[config.mk]
export PLATFORM = sky130hd
export DESIGN_NAME = pad_status_tx
export DESIGN_NICKNAME = d
export VERILOG_FILES = /design/src/rtl/pad_status_tx.sv
export SDC_FILE = /design/constraint.sdc
export NUM_CORES = 1
export LEC_CHECK = 0
export CORE_UTILIZATION = 58
export DETAILED_ROUTE_END_ITERATION = 7
export PLACE_DENSITY = 0.86
export SYNTH_ARGS = -nofsm -noshare
export SYNTH_HDL_FRONTEND = slang
export SYNTH_SLANG_ARGS = --single-unit
export TNS_END_PERCENT = 20
[constraint.sdc]
create_clock -name clk -period 4.8 [get_ports clk]
set_clock_uncertainty 0.15 [all_clocks]
set_input_delay 1.2 -clock clk [delete_from_list [all_inputs] [get_ports clk]]
set_output_delay 1.2 -clock clk [all_outputs]
set_load 0.1 [all_outputs]
[src/rtl/pad_status_tx.sv]
// pad_status_tx: snapshots pad config/inputs and streams a 5-byte 8N1 UART status frame.
// Define PAD_STATUS_TX_PARITY_EN to add an even-parity bit per byte (8E1).
module pad_status_tx #(
  parameter int          CLKS_PER_BIT = 16,
  parameter logic [7:0]  SYNC_BYTE    = 8'hA5
) (
  input  logic        clk,
  input  logic        rst_n,
  input  logic        start,
  input  logic        auto_en,
  input  logic [17:0] pad_config,
  input  logic [3:0]  pad_in,
  output logic        tx,
  output logic        busy,
  output logic        frame_done,
  output logic [2:0]  byte_idx
);
  localparam int BW = (CLKS_PER_BIT > 1) ? $clog2(CLKS_PER_BIT) : 1;
  localparam logic [BW-1:0] BAUD_MAX = BW'(CLKS_PER_BIT - 1);
`ifdef PAD_STATUS_TX_PARITY_EN
  typedef enum logic [2:0] {IDLE, START_BIT, DATA_BITS, PARITY_BIT, STOP_BIT} state_t;
`else
  typedef enum logic [1:0] {IDLE, START_BIT, DATA_BITS, STOP_BIT} state_t;
`endif
  state_t        state_q, state_d;
  logic [BW-1:0] baud_q, baud_d;
  logic [2:0]    bit_q, bit_d;
  logic [2:0]    byte_q, byte_d;
  logic [17:0]   cfg_q, cfg_d;
  logic [3:0]    pin_q, pin_d;
  logic          done_q, done_d;
  logic          tick;
  logic [7:0]    b1, b2, b3, cur;
  assign tick = baud_q == BAUD_MAX;
  assign b1 = cfg_q[7:0];
  assign b2 = cfg_q[15:8];
  assign b3 = {2'b00, pin_q, cfg_q[17:16]};
  assign cur = (byte_q == 3'd0) ? SYNC_BYTE :
               (byte_q == 3'd1) ? b1 :
               (byte_q == 3'd2) ? b2 :
               (byte_q == 3'd3) ? b3 : SYNC_BYTE ^ b1 ^ b2 ^ b3;
  always_comb begin
    state_d = state_q;
    baud_d  = (state_q == IDLE || tick) ? '0 : baud_q + 1'b1;
    bit_d   = bit_q;
    byte_d  = byte_q;
    cfg_d   = cfg_q;
    pin_d   = pin_q;
    done_d  = 1'b0;
    case (state_q)
      IDLE: if (start || auto_en) begin
        state_d = START_BIT;
        cfg_d   = pad_config;
        pin_d   = pad_in;
        byte_d  = '0;
        bit_d   = '0;
      end
      START_BIT: if (tick) state_d = DATA_BITS;
      DATA_BITS: if (tick) begin
        bit_d = bit_q + 3'd1;
`ifdef PAD_STATUS_TX_PARITY_EN
        if (bit_q == 3'd7) state_d = PARITY_BIT;
`else
        if (bit_q == 3'd7) state_d = STOP_BIT;
`endif
      end
`ifdef PAD_STATUS_TX_PARITY_EN
      PARITY_BIT: if (tick) state_d = STOP_BIT;
`endif
      STOP_BIT: if (tick) begin
        // next byte's start bit follows the stop bit with no gap
        state_d = (byte_q == 3'd4) ? IDLE : START_BIT;
        byte_d  = (byte_q == 3'd4) ? 3'd0 : byte_q + 3'd1;
        done_d  = byte_q == 3'd4;
      end
      default: state_d = IDLE;
    endcase
  end
  always_comb begin
    tx = 1'b1;
    if (state_q == START_BIT) tx = 1'b0;
    if (state_q == DATA_BITS) tx = cur[bit_q];
`ifdef PAD_STATUS_TX_PARITY_EN
    if (state_q == PARITY_BIT) tx = ^cur;
`endif
  end
  always_ff @(posedge clk) begin
    if (!rst_n) begin
      state_q <= IDLE;
      baud_q  <= '0;
      bit_q   <= '0;
      byte_q  <= '0;
      cfg_q   <= '0;
      pin_q   <= '0;
      done_q  <= 1'b0;
    end else begin
      state_q <= state_d;
      baud_q  <= baud_d;
      bit_q   <= bit_d;
      byte_q  <= byte_d;
      cfg_q   <= cfg_d;
      pin_q   <= pin_d;
      done_q  <= done_d;
    end
  end
  assign busy       = state_q != IDLE;
  assign frame_done = done_q;
  assign byte_idx   = byte_q;
endmodule

==> metrics.md, run 1 <==
| Metric | Value |
|---|---|
| Synthesized area per cell | 7.95 µm² |
| Root Driver | clkbuf_4 |
| Number of port buffers | 31 |
| Gr ovfl total | 0 |
| Ant. Diodes | 0 |
| Synth top area cells | dfxtp_1, nand2_1, ha_1 |
| Largest net degree at the start of global routing | 34 |
| Hold Path Class | flip-flop to flip-flop |
| Int Power | slightly above 700 µW |
| # setup viols final | 0 |
| Vias/cell | about 5.7 |
| Die Height | between 60 and 70 µm |
| Io pins | 32 |
| Final hold violations | 0 |
| Total chip power | 1230 µW |
| Routed vias | between 1500 and 2000 |
| Drc violations | 0 |
| Post-CTS Repair Setup Buffers | 0 |
| Synth Warn # | 0 |
| Worst Tran Pin Value | about 1000 ps |
| Status | finished clean |
| Sequential share of the synthesized area | between 30% and 40% |
| Worst Setup End Kind | output port |
| HPWL after DPL | between 3000 and 4000 µm |
| CP startpoint kind | flip-flop |
| RSZ-0062 raised after global routing | no |
| Max Fclk | 237 MHz |
| Max IR drop VDD | between 0.3 and 0.4 mV |
| Placeable Area | approximately 0.0034 mm² |
| Post-route ant nets | 0 |
| Area leader, netlist | dfxtp_1 |
| CTS clock-pin slew for the worst setup and hold paths | 110 ps |
| Commonest cells in the netlist | nand2_1, dfxtp_1, a21boi_0 |
| Power Density | around 490 mW/mm² |
| Top cell family by delay on the critical path | compound AO/OA/AOI/OAI gates |
| Share of post-route cells with drive strength above 1 | 5.14% |
| Critical Path RT | ~3500 ps |
| # hold bufs at CTS | 0 |
| Kind of critical path | flip-flop to output port |
| Cts repair resizes | 0 |
| Cell variety after synth | 49 |
| Net Sw Frac | between 40% and 50% |
| Area share of the largest cell type after synthesis | 33.5% |
| CP Buf/Inv Count | 2 |
| Gpl congestion | between 0.9 and 1 |
| Headroom to the max-slew limit | between 30% and 40% |
| FF+latch count, synth | 35 |
| Vias in the first global route | 1838 |
| Count of clock tree sinks | 35 |
| Count leader, synth | nand2_1 |
| Synth Instances | around 260 |
| Ys flop type | dfxtp_1 |
| First-pass GRT wire length | 8490 µm |
| Nets@finish | between 300 and 400 |
| Async set-reset flop share out of synthesis | 0% |
| Total iterations of the first detailed-routing run | 4 |
| Number of synthesized flops with an enable pin | 0 |
| Synthesized area | between 0.002 and 0.0025 mm² |
| Total negative setup slack | 0 ps |
| Max-cap violations | 0 |
| Slowest stage cell, crit path | dfxtp_1 |
| Die area | between 0.003 and 0.004 mm² |
| Row cnt | 21 |
| DRT iter0 DRCs | roughly 190 |
| CP Max Fanout | 15 |
| Hold Worst Slack | between 300 and 400 ps |
| Fin. max-slew vios | 0 |
| Critical path cell sequence | inv_1, ha_1, nor4_1, a21oi_1, o31ai_1, o211ai_1, a41o_1, a21oi_2, buf_4 |
| CTS buffer count | 5 |
| Mapped Nets | between 300 and 400 |
| DRT Wirelength | between 5000 and 6000 µm |
| Shortest period the worst path allows | around 4200 ps |
| Max stage delay on crit path | 640 ps |
| CTS tree | yes |
| Initial Util | 61.7% |
| Clock Tree Buf Depth | 2 |
| Leakage | 0.000994 µW |
| Clock power share | ~22% |
| Seq pwr share | between 30% and 40% |
| Clk Latency, worst-skew pair | between 300 and 400 ps |
| Final period utilization | 87.8% |
| Synth-to-layout area growth | 20.6% |
| Combinational power share | between 40% and 50% |
| Reg2Reg Setup Slack | approximately 2800 ps |
| Gr usage total | a little under a third |
| Initial antenna violation count | 0 |
| Routed wire length per instance | 15.0 µm |
| Worst EP arrival | ~2900 ps |
| H-Tree Depth | 2 |
| Die width | about 62 µm |
| Psw | between 500 and 600 µW |
-- worst paths after layout --
kind / startpoint / endpoint / cells after the start
worst max-delay path: byte_idx[2]$_SDFFE_PN0P_ / tx / 9
worst min-delay path: pin_q[1]$_SDFFE_PN0P_ / pin_q[1]$_SDFFE_PN0P_ / 2
worst max register to register: bit_q[1]$_SDFFE_PN0P_ / state_q[1]$_SDFFE_PN0P_ / 7
worst min register to register: pin_q[1]$_SDFFE_PN0P_ / pin_q[1]$_SDFFE_PN0P_ / 2
-- worst reg2reg max path, stage by stage (launching register included) --
cell and delay, ps:
dfxtp_1 540, ha_1 220, ha_1 150, inv_1 40
o22ai_1 150, a21boi_1 320, mux2i_1 250, nor2b_1 60
-- state kept, by name, summed over array words and instances (netlist names) --
register	cells
pin_q	4
baud_q	4
bit_q	3
state_q	2
frame_done	1
byte_idx	3
cfg_q	18
-- power by group through the flow --
| stage | clock [µW] | combinational [µW] | sequential (µW) |
|---|---|---|---|
| global route | 284 | 609 | 425 |
| detailed placement | 0 | 538 | 419 |
| global placement | 0 | 527 | 416 |
| CTS | 270 | 544 | 413 |
| floorplan | 0 | 411 | 403 |
| finish | 269 | 541 | 415 |
-- cell families after synthesis --
group | count (synthesis) | share of synthesized area [%]
AO/OA/AOI/OAI | 71 | 24.0
XOR/XNOR | 5 | 2.09
adder cells (fa/ha/maj) | 13 | 7.78
buffers and inverters | 24 | 4.73
flip-flops | 35 | 33.5
multiplexers | 6 | 2.93
AND/OR/NAND/NOR | 109 | 25.0
-- per-stage QoR --
step,area (µm²),worst slack [ps],cells,utilization (%)
after floorplan,2090,73.4,263,-
after global placement,2420,1080,330,71.3
after detailed placement,2420,1040,330,71.3
after CTS,2520,626,338,74.4
after global routing,2520,359,338,74.4
final,2520,587,338,74.4
-- layout make-up --
cell class | instances | area [µm²]
clock buffer | 5 | 37.5
clock inverter | 3 | 67.6
fill | 263 | 867
inverter | 12 | 45.0
multi-input combinational | 204 | 1290
sequential | 35 | 701
tap | 46 | 57.6
timing repair buffer | 33 | 323
-- layout by cell type, fill, tap and decap left out, types with 6 or more instances in the layout --
cell type,n
nor3_1,6
a21boi_1,6
clkdlybuf4s50_1,30
dfxtp_1,35
nor2_1,15
nor2b_1,8
a21oi_1,9
inv_1,11
a21boi_0,20
nand2_1,52
ha_1,13
o21ai_0,8
nand3_1,7
-- routing by layer --
layer / track usage (%) / up-vias / wire length, µm
li1: - / 974 / -
met1: 42.3 / 900 / 2360
met2: 46.2 / 57 / 2340
met3: 7.45 / 8 / 292
met4: 12.4 / 0 / 82
met5: 0 / - / 0
Note: power is estimated with default switching activity, not from simulation.
==> run 2: changes to the inputs <==
- CORE_MARGIN: not set -> 2
==> run 2 against run 1 <==
Net effect: sequential power fell by 1%; via count fell by 1.7%; clock power fell by 33%; combinational power fell by 2%; fmax fell by 0.53%; register-to-register slack improved by 30 ps; design area fell by 1.5%; largest power group unchanged; core utilization fell by 1.1 points; highest routed layer unchanged; routed wire length fell by 11%; non-clock buffer count did not move; first-iteration DRC count fell by 1.0%.
==> metrics.md, run 2 (synthesized netlist as in run 1, its figures left out) <==
| Metric | Value |
|---|---|
| Headroom to the max-slew limit | 32.6% |
| Worst slack at placement | 992 ps |
| Fin. max-slew vios | 0 |
| Max IR drop VDD | 0.295 mV |
| # setup viols final | 0 |
| Root Driver | clkbuf_4 |
| Drc violations | 0 |
| # hold bufs at CTS | 0 |
| Nets@finish | 330 |
| Max-cap violations | 0 |
| Total chip power | approximately 1100 µW |
| Max stage delay on crit path | 680 ps |
| Top cell family by delay on the critical path | compound AO/OA/AOI/OAI gates |
| Clk Latency, worst-skew pair | ~350 ps |
| CTS buffer count | 5 |
| CP startpoint kind | flip-flop |
| Worst Tran Pin Value | just over 1000 ps |
| Initial antenna violation count | 0 |
| Initial Util | 61.7% |
| Hold Crit Depth | 1 |
| Power Density | approximately 450 mW/mm² |
| Hold Startpoint | baud_q[0]$_SDFF_PP0_ |
| Ant. Diodes | 0 |
| First-pass GRT wire length | 8050 µm |
| Reg area | between 700 and 800 µm² |
| FF-to-FF path depth | 7 |
| Gr usage total | 24.9% |
| Worst r2r src | state_q[0]$_SDFFE_PN0P_ |
| Status | finished clean |
| Max Fclk | between 200 and 250 MHz |
| CP Buf/Inv Count | 2 |
| Cts repair resizes | 0 |
| Max reg flops | 18 |
| Leakage | just under 0.001 µW |
| Die Height | between 60 and 70 µm |
| Largest net degree at the start of global routing | 34 |
| CP Max Fanout | 15 |
| Io pins | 32 |
| Final hold violations | 0 |
| Shortest period the worst path allows | 4230 ps |
| Count of clock tree sinks | 35 |
| Critical path cell sequence | inv_1, ha_1, nor4_1, a21oi_1, o31ai_1, o211ai_1, a41o_1, a21oi_2, buf_4 |
| Placed cells | 330 |
| HPWL after DPL | roughly 3400 µm |
| Die area | just over 0.004 mm² |
| Post-CTS Repair Setup Buffers | 0 |
| Gr ovfl total | 0 |
| Die width | between 60 and 70 µm |
| Top reg by flops | cfg_q |
| Reg2Reg Setup Slack | about 2800 ps |
| RSZ-0062 raised after global routing | no |
| Multi-input logic area | between 0.001 and 0.0015 mm² |
| Final period utilization | about nine tenths |
| Kind of critical path | flip-flop to output port |
| DRT iter0 DRCs | about 190 |
| Hold path endpoint | baud_q[0]$_SDFF_PP0_ |
| Row cnt | 21 |
| Critical Path RT | between 3000 and 4000 ps |
| DRT Wirelength | 4540 µm |
| Most common cell after layout, fill and taps aside | nand2_1 |
| Total negative setup slack | 0 ps |
| Number of port buffers | 31 |
| Worst EP arrival | 2880 ps |
| Post-route ant nets | 0 |
| CTS tree | yes |
| Share of post-route cells with drive strength above 1 | 5.14% |
| Finished Layout Cells | between 300 and 400 |
| H-Tree Depth | 2 |
| Biggest regs | cfg_q: 18 flops, baud_q: 4 flops, pin_q: 4 flops |
| Slowest stage cell, crit path | dfxtp_1 |
| Gpl congestion | roughly 1.0 |
| Worst Setup End Kind | output port |
| Vias/cell | about 5.6 |
| Placeable Area | 0.00339 mm² |
| Clock Tree Buf Depth | 2 |
| Routed wire length per instance | around 13 µm |
| Worst flop-to-flop path endpoint | bit_q[1]$_SDFFE_PN0P_ |
| CTS clock-pin slew for the worst setup and hold paths | ~110 ps |
| Vias in the first global route | around 1700 |
| Final worst setup slack | approximately 570 ps |
| Commonest cells after routing, fill and taps aside | nand2_1, dfxtp_1, clkdlybuf4s50_1 |
| Hold Path Class | flip-flop to flip-flop |
| Layout fillers | roughly 260 |
| Hold Worst Slack | around 310 ps |
| Routed vias | 1907 |
| Total iterations of the first detailed-routing run | 4 |
| Synth-to-layout area growth | 18.9% |
==> run 2: metal layers <==
layer / wire, µm / up-vias / GRT usage (%)
met5: 0 / - / 0
met4: 76 / 0 / 8.42
met3: 285 / 8 / 7.04
met2: 1980 / 60 / 37.9
met1: 2200 / 863 / 33.7
li1: - / 976 / -
==> run 2: cell type report <==
cell class	count	share of cell area (%)
Timing Repair Buffer	33	13.0
Multi-Input combinational cell	204	52.0
Clock buffer	6	2.06
Sequential cell	35	28.2
Inverter	12	1.81
Clock inverter	2	0.655
Tap cell	46	2.32
==> run 2: power breakdown <==
group | internal [µW] | switching (µW)
Clock | 72.1 | 108
Combinational | 205 | 324
Sequential | 350 | 61.4
Total | 627 | 494
==> run 2: how the worst max path moves through the flow <==
stage,endpoint,depth (start not counted),startpoint
after floorplan,tx,9,byte_idx[2]$_SDFFE_PN0P_
after global placement,tx,9,byte_idx[2]$_SDFFE_PN0P_
after detailed placement,tx,9,byte_idx[2]$_SDFFE_PN0P_
after CTS,tx,9,byte_idx[2]$_SDFFE_PN0P_
after global routing,tx,9,byte_idx[2]$_SDFFE_PN0P_
final,tx,9,byte_idx[2]$_SDFFE_PN0P_
==> run 2: through the flow <==
| step | util, % | area (µm²) |
|---|---|---|
| global placement | 71.3 | 2420 |
| CTS | 73.3 | 2480 |
| floorplan | - | 2090 |
| detailed placement | 71.3 | 2420 |
| finish | 73.3 | 2480 |
| global route | 73.3 | 2480 |
==> run 2: worst reg2reg max path, stage by stage (launching register included) <==
cell	delay, ps
dfxtp_1	410
inv_1	80
ha_1	250
o21ai_1	90
buf_4	270
a22oi_1	210
and3_1	240
o21a_1	170
